File: config.mk
export PLATFORM = sky130hd
export DESIGN_NAME = mmio_interconnect
export DESIGN_NICKNAME = d
export VERILOG_FILES = /design/src/rtl/mmio_pkg.sv /design/src/rtl/mmio_rd_pipe.sv /design/src/rtl/mmio_interconnect.sv
export SDC_FILE = /design/constraint.sdc
export NUM_CORES = 1
export LEC_CHECK = 0
export BUFFER_PORTS_ARGS = -buffer_cell sky130_fd_sc_hd__buf_4
export CORE_AREA = 2 2 153 155
export DETAILED_ROUTE_END_ITERATION = 16
export DIE_AREA = 0 0 155 157
export GPL_TIMING_DRIVEN = 0
export PLACE_DENSITY_LB_ADDON = 0.12
export SYNTH_ARGS = -nofsm -noshare
export SYNTH_HDL_FRONTEND = slang
export SYNTH_HIERARCHICAL = 1
export SYNTH_SLANG_ARGS = --single-unit
File: constraint.sdc
create_clock -name clk -period 1.76 [get_ports clk]
set_input_delay 0.264 -clock clk [delete_from_list [all_inputs] [get_ports clk]]
set_output_delay 0.264 -clock clk [all_outputs]
set_load 0.02 [all_outputs]
File: src/rtl/mmio_pkg.sv
// Shared constants and the read-select stage type for the MMIO interconnect.
package mmio_pkg;

  localparam int SEL_MSB_DEF = 31;
  localparam int SEL_LSB_DEF = 28;
  localparam int SEL_IDX_W   = 4;   // enough to name any of up to 16 slaves

  localparam int SLV_MEM         = 0;
  localparam int SLV_LED         = 1;
  localparam int SLV_UART_DATA   = 2;
  localparam int SLV_UART_CTRL   = 3;
  localparam int SLV_UART_STATUS = 4;

  typedef struct packed {
    logic                 req;
    logic                 mapped;
    logic [SEL_IDX_W-1:0] sel;
  } sel_stage_t;

endpackage

File: src/rtl/mmio_rd_pipe.sv
// Delays the read select so each response is steered by the slave chosen at request time.
module mmio_rd_pipe
  import mmio_pkg::*;
#(
  parameter int DEPTH = 1
) (
  input  logic       clk,
  input  logic       rst,
  input  sel_stage_t d,
  output sel_stage_t q
);

  sel_stage_t stg [DEPTH];

  always_ff @(posedge clk) begin
    if (!rst) begin
      for (int i = 0; i < DEPTH; i++) stg[i] <= '0;
    end else begin
      stg[0] <= d;
      for (int i = 1; i < DEPTH; i++) stg[i] <= stg[i-1];
    end
  end

  assign q = stg[DEPTH-1];

endmodule

File: src/rtl/mmio_interconnect.sv
// CPU-to-peripheral address decode, strobe gating, read-data return and unmapped-access logging.
module mmio_interconnect
  import mmio_pkg::*;
#(
  parameter int N_SLAVES     = SLV_UART_STATUS + 1,
  parameter int SEL_MSB      = SEL_MSB_DEF,
  parameter int SEL_LSB      = SEL_LSB_DEF,
  parameter int READ_LATENCY = 1,
  parameter int ERR_CNT_W    = 8
) (
  input  logic                    clk,
  input  logic                    rst,
  input  logic [31:0]             addr,
  input  logic [31:0]             wdata,
  input  logic [3:0]              wstrb,
  input  logic                    rstrb,
  output logic [31:0]             rdata,
  output logic                    rvalid,
  output logic [31:0]             s_addr,
  output logic [31:0]             s_wdata,
  output logic [N_SLAVES-1:0]     s_rstrb,
  output logic [4*N_SLAVES-1:0]   s_wstrb,
  input  logic [32*N_SLAVES-1:0]  s_rdata,
  input  logic                    err_clr,
  output logic                    err_valid,
  output logic [31:0]             err_addr,
  output logic                    err_write,
  output logic [ERR_CNT_W-1:0]    err_count,
  output logic                    irq
);

  localparam int RW = SEL_MSB - SEL_LSB + 1;

  logic [RW-1:0] sel;
  logic          mapped;
  logic          wr_any;
  logic          evt;

  assign sel     = addr[SEL_MSB:SEL_LSB];
  assign mapped  = (32'(sel) < 32'(N_SLAVES));
  assign wr_any  = |wstrb;
  assign evt     = (rstrb | wr_any) & ~mapped;
  assign s_addr  = addr;
  assign s_wdata = wdata;

  for (genvar i = 0; i < N_SLAVES; i++) begin : g_slv
    logic hit;
    assign hit                = mapped & (32'(sel) == i);
    assign s_rstrb[i]         = rstrb & hit;
    assign s_wstrb[4*i +: 4]  = wstrb & {4{hit}};
  end

  sel_stage_t st_d, st_q;

  assign st_d.req    = rstrb;
  assign st_d.mapped = mapped;
  assign st_d.sel    = SEL_IDX_W'(sel);  // only meaningful when mapped, which bounds sel below 16

  mmio_rd_pipe #(.DEPTH(READ_LATENCY)) u_rd_pipe (
    .clk (clk),
    .rst (rst),
    .d   (st_d),
    .q   (st_q)
  );

  assign rvalid = st_q.req;

  always_comb begin
    rdata = 32'h0;
    for (int i = 0; i < N_SLAVES; i++)
      if (st_q.req && st_q.mapped && (32'(st_q.sel) == i)) rdata = s_rdata[32*i +: 32];
  end

  // A clear and an event in the same cycle: the event lands on a freshly cleared log.
  logic [ERR_CNT_W-1:0] cnt_base;
  assign cnt_base = err_clr ? '0 : err_count;

  always_ff @(posedge clk) begin
    if (!rst) begin
      err_valid <= 1'b0;
      err_addr  <= 32'h0;
      err_write <= 1'b0;
      err_count <= '0;
    end else if (evt) begin
      err_valid <= 1'b1;
      err_addr  <= addr;
      err_write <= wr_any;
      err_count <= (&cnt_base) ? cnt_base : cnt_base + ERR_CNT_W'(1);
    end else if (err_clr) begin
      err_valid <= 1'b0;
      err_addr  <= 32'h0;
      err_write <= 1'b0;
      err_count <= '0;
    end
  end

  assign irq = err_valid;

endmodule

# Word level (Yosys, flattened, before mapping)
# Memory sizes are Yosys's and may differ from the RTL's.
# Index checks and enable logic that the tools add are counted.
totals:
  register_bits: 42
  ram_bits: 6
  in_bits: 232
  out_inout_bits: 165
  elab_cells: 62
  memories: 1
mem_list:
  columns: ["memory", "words", "word_bits", "rd", "rd_ports_with_merged_regs", "write_ports", "line", "rtl"]
  rows:
  - ["u_rd_pipe.stg", 1, 6, 1, 0, 1, "mmio_rd_pipe.sv:13", "sel_stage_t stg [DEPTH];"]
classes:
  addsub: 1
  n_lt_le_gt_ge: 1
  n_eq_ne: 8
  muxes: 17
  n_bitwise: 18
  n_reduce_logical: 12
ops:
  columns: ["op", "n"]
  rows:
  - ["2-to-1 mux 32 bit", 7]
  - ["2-to-1 mux 8 bit", 3]
  - ["AND 4 bit", 5]
  - ["equality test 4 x 2 -> 1 bit (second input constant)", 4]
  - ["AND 1 bit", 11]
  - ["adder 8 x 1 -> 8 bit (second input constant)", 1]
  - ["equality test 4 x 1 -> 1 bit (second input constant)", 2]
  - ["equality test 4 x 3 -> 1 bit (second input constant)", 2]
  - ["logical NOT 4 bit", 2]
  - ["AND reduction 8 bit", 1]
  - ["logical AND 1 bit", 6]
  - ["2-to-1 mux 1 bit", 6]
  - ["2-to-1 mux 6 bit", 1]
  - ["OR reduction 6 bit", 1]
  - ["< comparator 4 x 3 -> 1 bit (second input constant)", 1]
  - ["OR reduction 4 bit", 1]
  - ["nonzero test 2 bit", 1]
  - ["NOT 1 bit", 1]
  - ["bitwise OR 1 bit", 1]

# Longest topological paths before layout
logic_depth:
  depth_word: 7
  depth_mapped: 7
  mapped_depth_nobuf: 6

# Modules after synthesis
# Netlist, hierarchy kept.
modules_own_cells:
  columns: ["module", "n_inst", "cells_each", "area_per_inst_um2", "seq_area_each_um2"]
  rows:
  - ["mmio_interconnect", 1, 393, 3677.3, 840.8]
  - ["mmio_rd_pipe", 1, 12, 157.7, 120.1]

# Least setup slack after synthesis
# Ideal clock, no wire load.
synth_path:
  path_kind: "register -> output"
  from: "memory u_rd_pipe/stg[0][0] in the netlist's numbering"
  to: "output rdata[0]"
  arrival_time_ps: 1618
  t_required_ps: 1496
  path_slack_ps: -122
  path_stages_with_launch: 5
  path_buffers: 2
  cell_sequence: "dfxtp_1 -> clkbuf_1 -> buf_2 -> mux4_2 -> a22o_1"
synth_lines:
  columns: ["item", "line", "rtl"]
  rows:
  - ["start: declaration", "mmio_rd_pipe.sv:13", null]
  - ["end: declaration", "mmio_interconnect.sv:17", "output logic [31:0] rdata,"]

==> flow_metrics.py <==
metrics = {
    "pwr": {
        "p_int_w": 0.00262,
        "pwr-share-seq": 0.322,
        "powerDensity_nw_per_um2": 494,
        "p_leak_nw": 3.54,
        "pwr-share-comb": 0.380,
        "ir_worst_vdd_mv": 0.342,
        "pwr-share-clk": 0.298,
        "p_sw_frac": 0.290,
        "p_switching_w": 0.00107,
    },
    "clocking": {
        "ctsLongestPathBuffers": 2,
        "clk-insertion-delay-late_ps": 290,
        "clkTransAtPathRegs_ps": 70,
        "root_buffer": "clkbuf_16",
        "clock-sinks": 48,
        "cts_tree": "yes",
        "ctsHtreeMaxLevel": 2,
        "cts_made_buffers": 5,
    },
    "worst_setup_path": {
        "crit_path_end_kind": "output port",
        "cp-startpoint": "u_rd_pipe/stg[0][0]$_SDFF_PN0_",
        "critPathMaxFanout": 10,
        "regToRegStartpoint": "err_count[0]$_SDFF_PN0_",
        "crit_required_ps": 1500,
        "critPathLaunchType": "flip-flop",
        "crit_arrival_ps": 1800,
        "setup.worst_path.class": "reg -> out",
    },
    "timing": {
        "slew_headroom": 0.638,
        "tns_ps": -8630,
        "slew_viol_final": 0,
        "fmax_mhz": 484,
        "period_share": 1.17,
        "fin_worst_skew_ps": 2.15,
        "finalCriticalPeriod_ps": 2060,
        "tightest_slew_ps": 544,
        "fin_ws_ps": -304,
        "holdWs_ps": 225,
        "setup_viol": 32,
        "hold_viol_final": 0,
        "rsz0062_at_grt": "yes",
    },
    "synth": {
        "synthArstFlopShare": 0,
        "yosysTopAreaCellShare": 0.251,
        "ys_seq_area_frac": 0.251,
        "yosys-top-cells-area": "dfxtp_1 (25%), mux4_2 (19%), buf_4 (13%)",
        "syn_area_um2": 3830,
        "synth_nets": 638,
        "synth_edf_count": 0,
        "synth_area_leader_cell": "dfxtp_1",
        "ys_warn_count": 6,
        "synthFlopType": "dfxtp_1",
        "netlist_instances": 405,
        "synth_cell_type_count": 44,
        "synth.avg_cell_area_um2": 9.47,
        "ys_seq_elements": 48,
    },
    "route": {
        "drcViolationCount": 0,
        "ant_nets": 0,
        "drt_first_pass_iters": 4,
        "viasPerCell": 4.25,
        "via_count": 4543,
        "wl_per_cell_um": 19.0,
        "drtIter0Drc": 113,
        "wirelength_um": 20300,
    },
    "final_layout": {
        "fin_area_um2": 7460,
        "final_nets": 1013,
        "synthToLayoutAreaGrowth_pct": 94.4,
        "layout-drive-gt1-share": 0.667,
    },
    "global_routing": {
        "grt_max_degree": 15,
        "grt_pass1_wl_um": 29100,
        "first_global_vias": 4664,
        "antenna_found_initial": 4,
        "grt.total_usage": 0.156,
        "gr-total-overflow": 0,
    },
    "floorplan": {
        "core_um2": 22500,
        "die_h_um": 157,
        "start_util": 0.170,
        "die-width_um": 155,
        "rows": 55,
        "dieArea_um2": 24300,
        "ios": 397,
    },
    "worst_hold_path": {
        "hp-class": "in -> reg",
        "hp-start": "addr[8]",
    },
    "placed_design": {
        "dpl-instance-area_um2": 6940,
        "dp_slack_ps": -663,
        "place.gp.congestion": 0.921,
        "hpwlAfterDp_um": 17500,
        "io_buffers": 364,
    },
    "status": {
        "status": "finished, violations left",
        "violations": "setup timing",
    },
    "job": {
        "cap_violations": 0,
    },
}
==> cell families (layout without fill, tap and decap cells) <==
logic type                 Yosys count  in the layout  synth area share
AOI/OAI and AO/OA                   89             89             0.195
adders and majority gates            1              1           0.00326
buffers and inverters              100            476             0.174
DFF                                 48             48             0.251
muxes                               32             32             0.188
other                                0              3                 0
and+or+nand+nor                    135            135             0.189
==> worst paths after layout <==
path	to	slack, ps	cells after the start
worst max register to register	err_count[2]$_SDFF_PN0_	110	7
worst min register to register	err_addr[26]$_SDFFE_PN0P_	460	2
worst min-delay path	err_addr[8]$_SDFFE_PN0P_	230	3
worst max-delay path	rdata[5]	-300	5
==> stage by stage <==
stage	util	instances	total power, W
2_1_floorplan	-	405	0.00186
3_3_place_gp	0.308	1054	0.00258
3_5_place_dp	0.308	1054	0.00259
4_1_cts	0.330	1066	0.00374
5_1_grt	0.331	1068	0.00386
6_report	0.331	1069	0.00368
==> cell type report <==
cell class | count | area (µm²)
Sequential cell | 48 | 965
Inverter | 4 | 15.0
Fill cell | 2404 | 15000
Timing Repair Buffer | 370 | 2940
Antenna cell | 3 | 7.51
Clock buffer | 6 | 129
Clock inverter | 2 | 35.0
Tap cell | 285 | 357
Multi-Input combinational cell | 257 | 2250
Buffer | 94 | 758
==> state kept, by name, indices dropped and copies added (netlist names) <==
register / count
err_addr: 32
err_count: 8
err_valid: 1
err_write: 1
u_rd_pipe/stg: 6
==> power by group through the flow <==
| stage | Sequential [W] | Combinational, W | Clock, W |
|---|---|---|---|
| 6_report | 0.00119 | 0.00140 | 0.00110 |
| 5_1_grt | 0.00119 | 0.00150 | 0.00116 |
| 4_1_cts | 0.00119 | 0.00142 | 0.00113 |
| 3_5_place_dp | 0.00120 | 0.00138 | 0 |
| 3_3_place_gp | 0.00120 | 0.00137 | 0 |
| 2_1_floorplan | 0.00126 | 0.000599 | 0 |
==> per-layer routing <==
metal / share of wire / up-vias / global-route usage
li1: - / 2174 / -
met1: 0.36 / 2139 / 0.173
met2: 0.52 / 211 / 0.290
met3: 0.099 / 17 / 0.0537
met4: 0.015 / 2 / 0.0326
met5: 0.00064 / - / 0
==> timing repair <==
| item | in CTS | in global routing |
|---|---|---|
| cloned | 2 | 0 |
| hold buffers | 0 | 0 |
| pin swaps | 1 | 0 |
| endpoints found under the setup margin | 51 | 63 |
| setup buffers | 3 | 1 |
| gates resized for setup | 73 | 4 |
==> critical path: stages, from the launching register on <==
cell and delay, ps:
dfxtp_2 330, clkbuf_16 160, buf_12 150, mux4_2 530, a22o_1 210, buf_6 130
==> layout by cell type (no fill, tap or decap), types with 2 or more instances in the layout <==
master and n:
nand4_1 3, nor2b_1 3, buf_4 402, mux4_2 32
a22o_1 32, nand3_1 20, a21boi_1 22, nor3_4 2
o31ai_1 2, and2_1 31, nand3b_1 13, clkbuf_1 6
dfxtp_2 3, o41ai_1 2, a21oi_1 4, and3_1 2
o21ai_0 4, clkbuf_16 6, buf_6 36, o21a_1 2
a21boi_2 11, inv_1 4, buf_12 4, clkbuf_8 4
nor2_1 6, clkbuf_4 4, o211ai_1 2, diode_2 3
buf_2 4, dfxtp_1 45, nand2_1 42, clkbuf_2 3
==> synth_stat cells (2+ instances only) <==
cell type	instances
a21boi_1	22
a21boi_2	11
a21oi_1	4
a22o_1	32
and2_1	31
and3_1	2
buf_2	7
buf_4	66
buf_6	4
clkbuf_1	18
dfxtp_1	48
inv_1	4
mux4_2	32
nand2_1	42
nand3_1	20
nand3b_1	13
nand4_1	3
nor2_1	7
nor2b_1	4
nor3_1	3
nor4_1	2
o211ai_1	2
o21a_1	2
o21ai_0	4
o31ai_1	2
o41ai_1	2
Power figures use the tool's default switching activity.
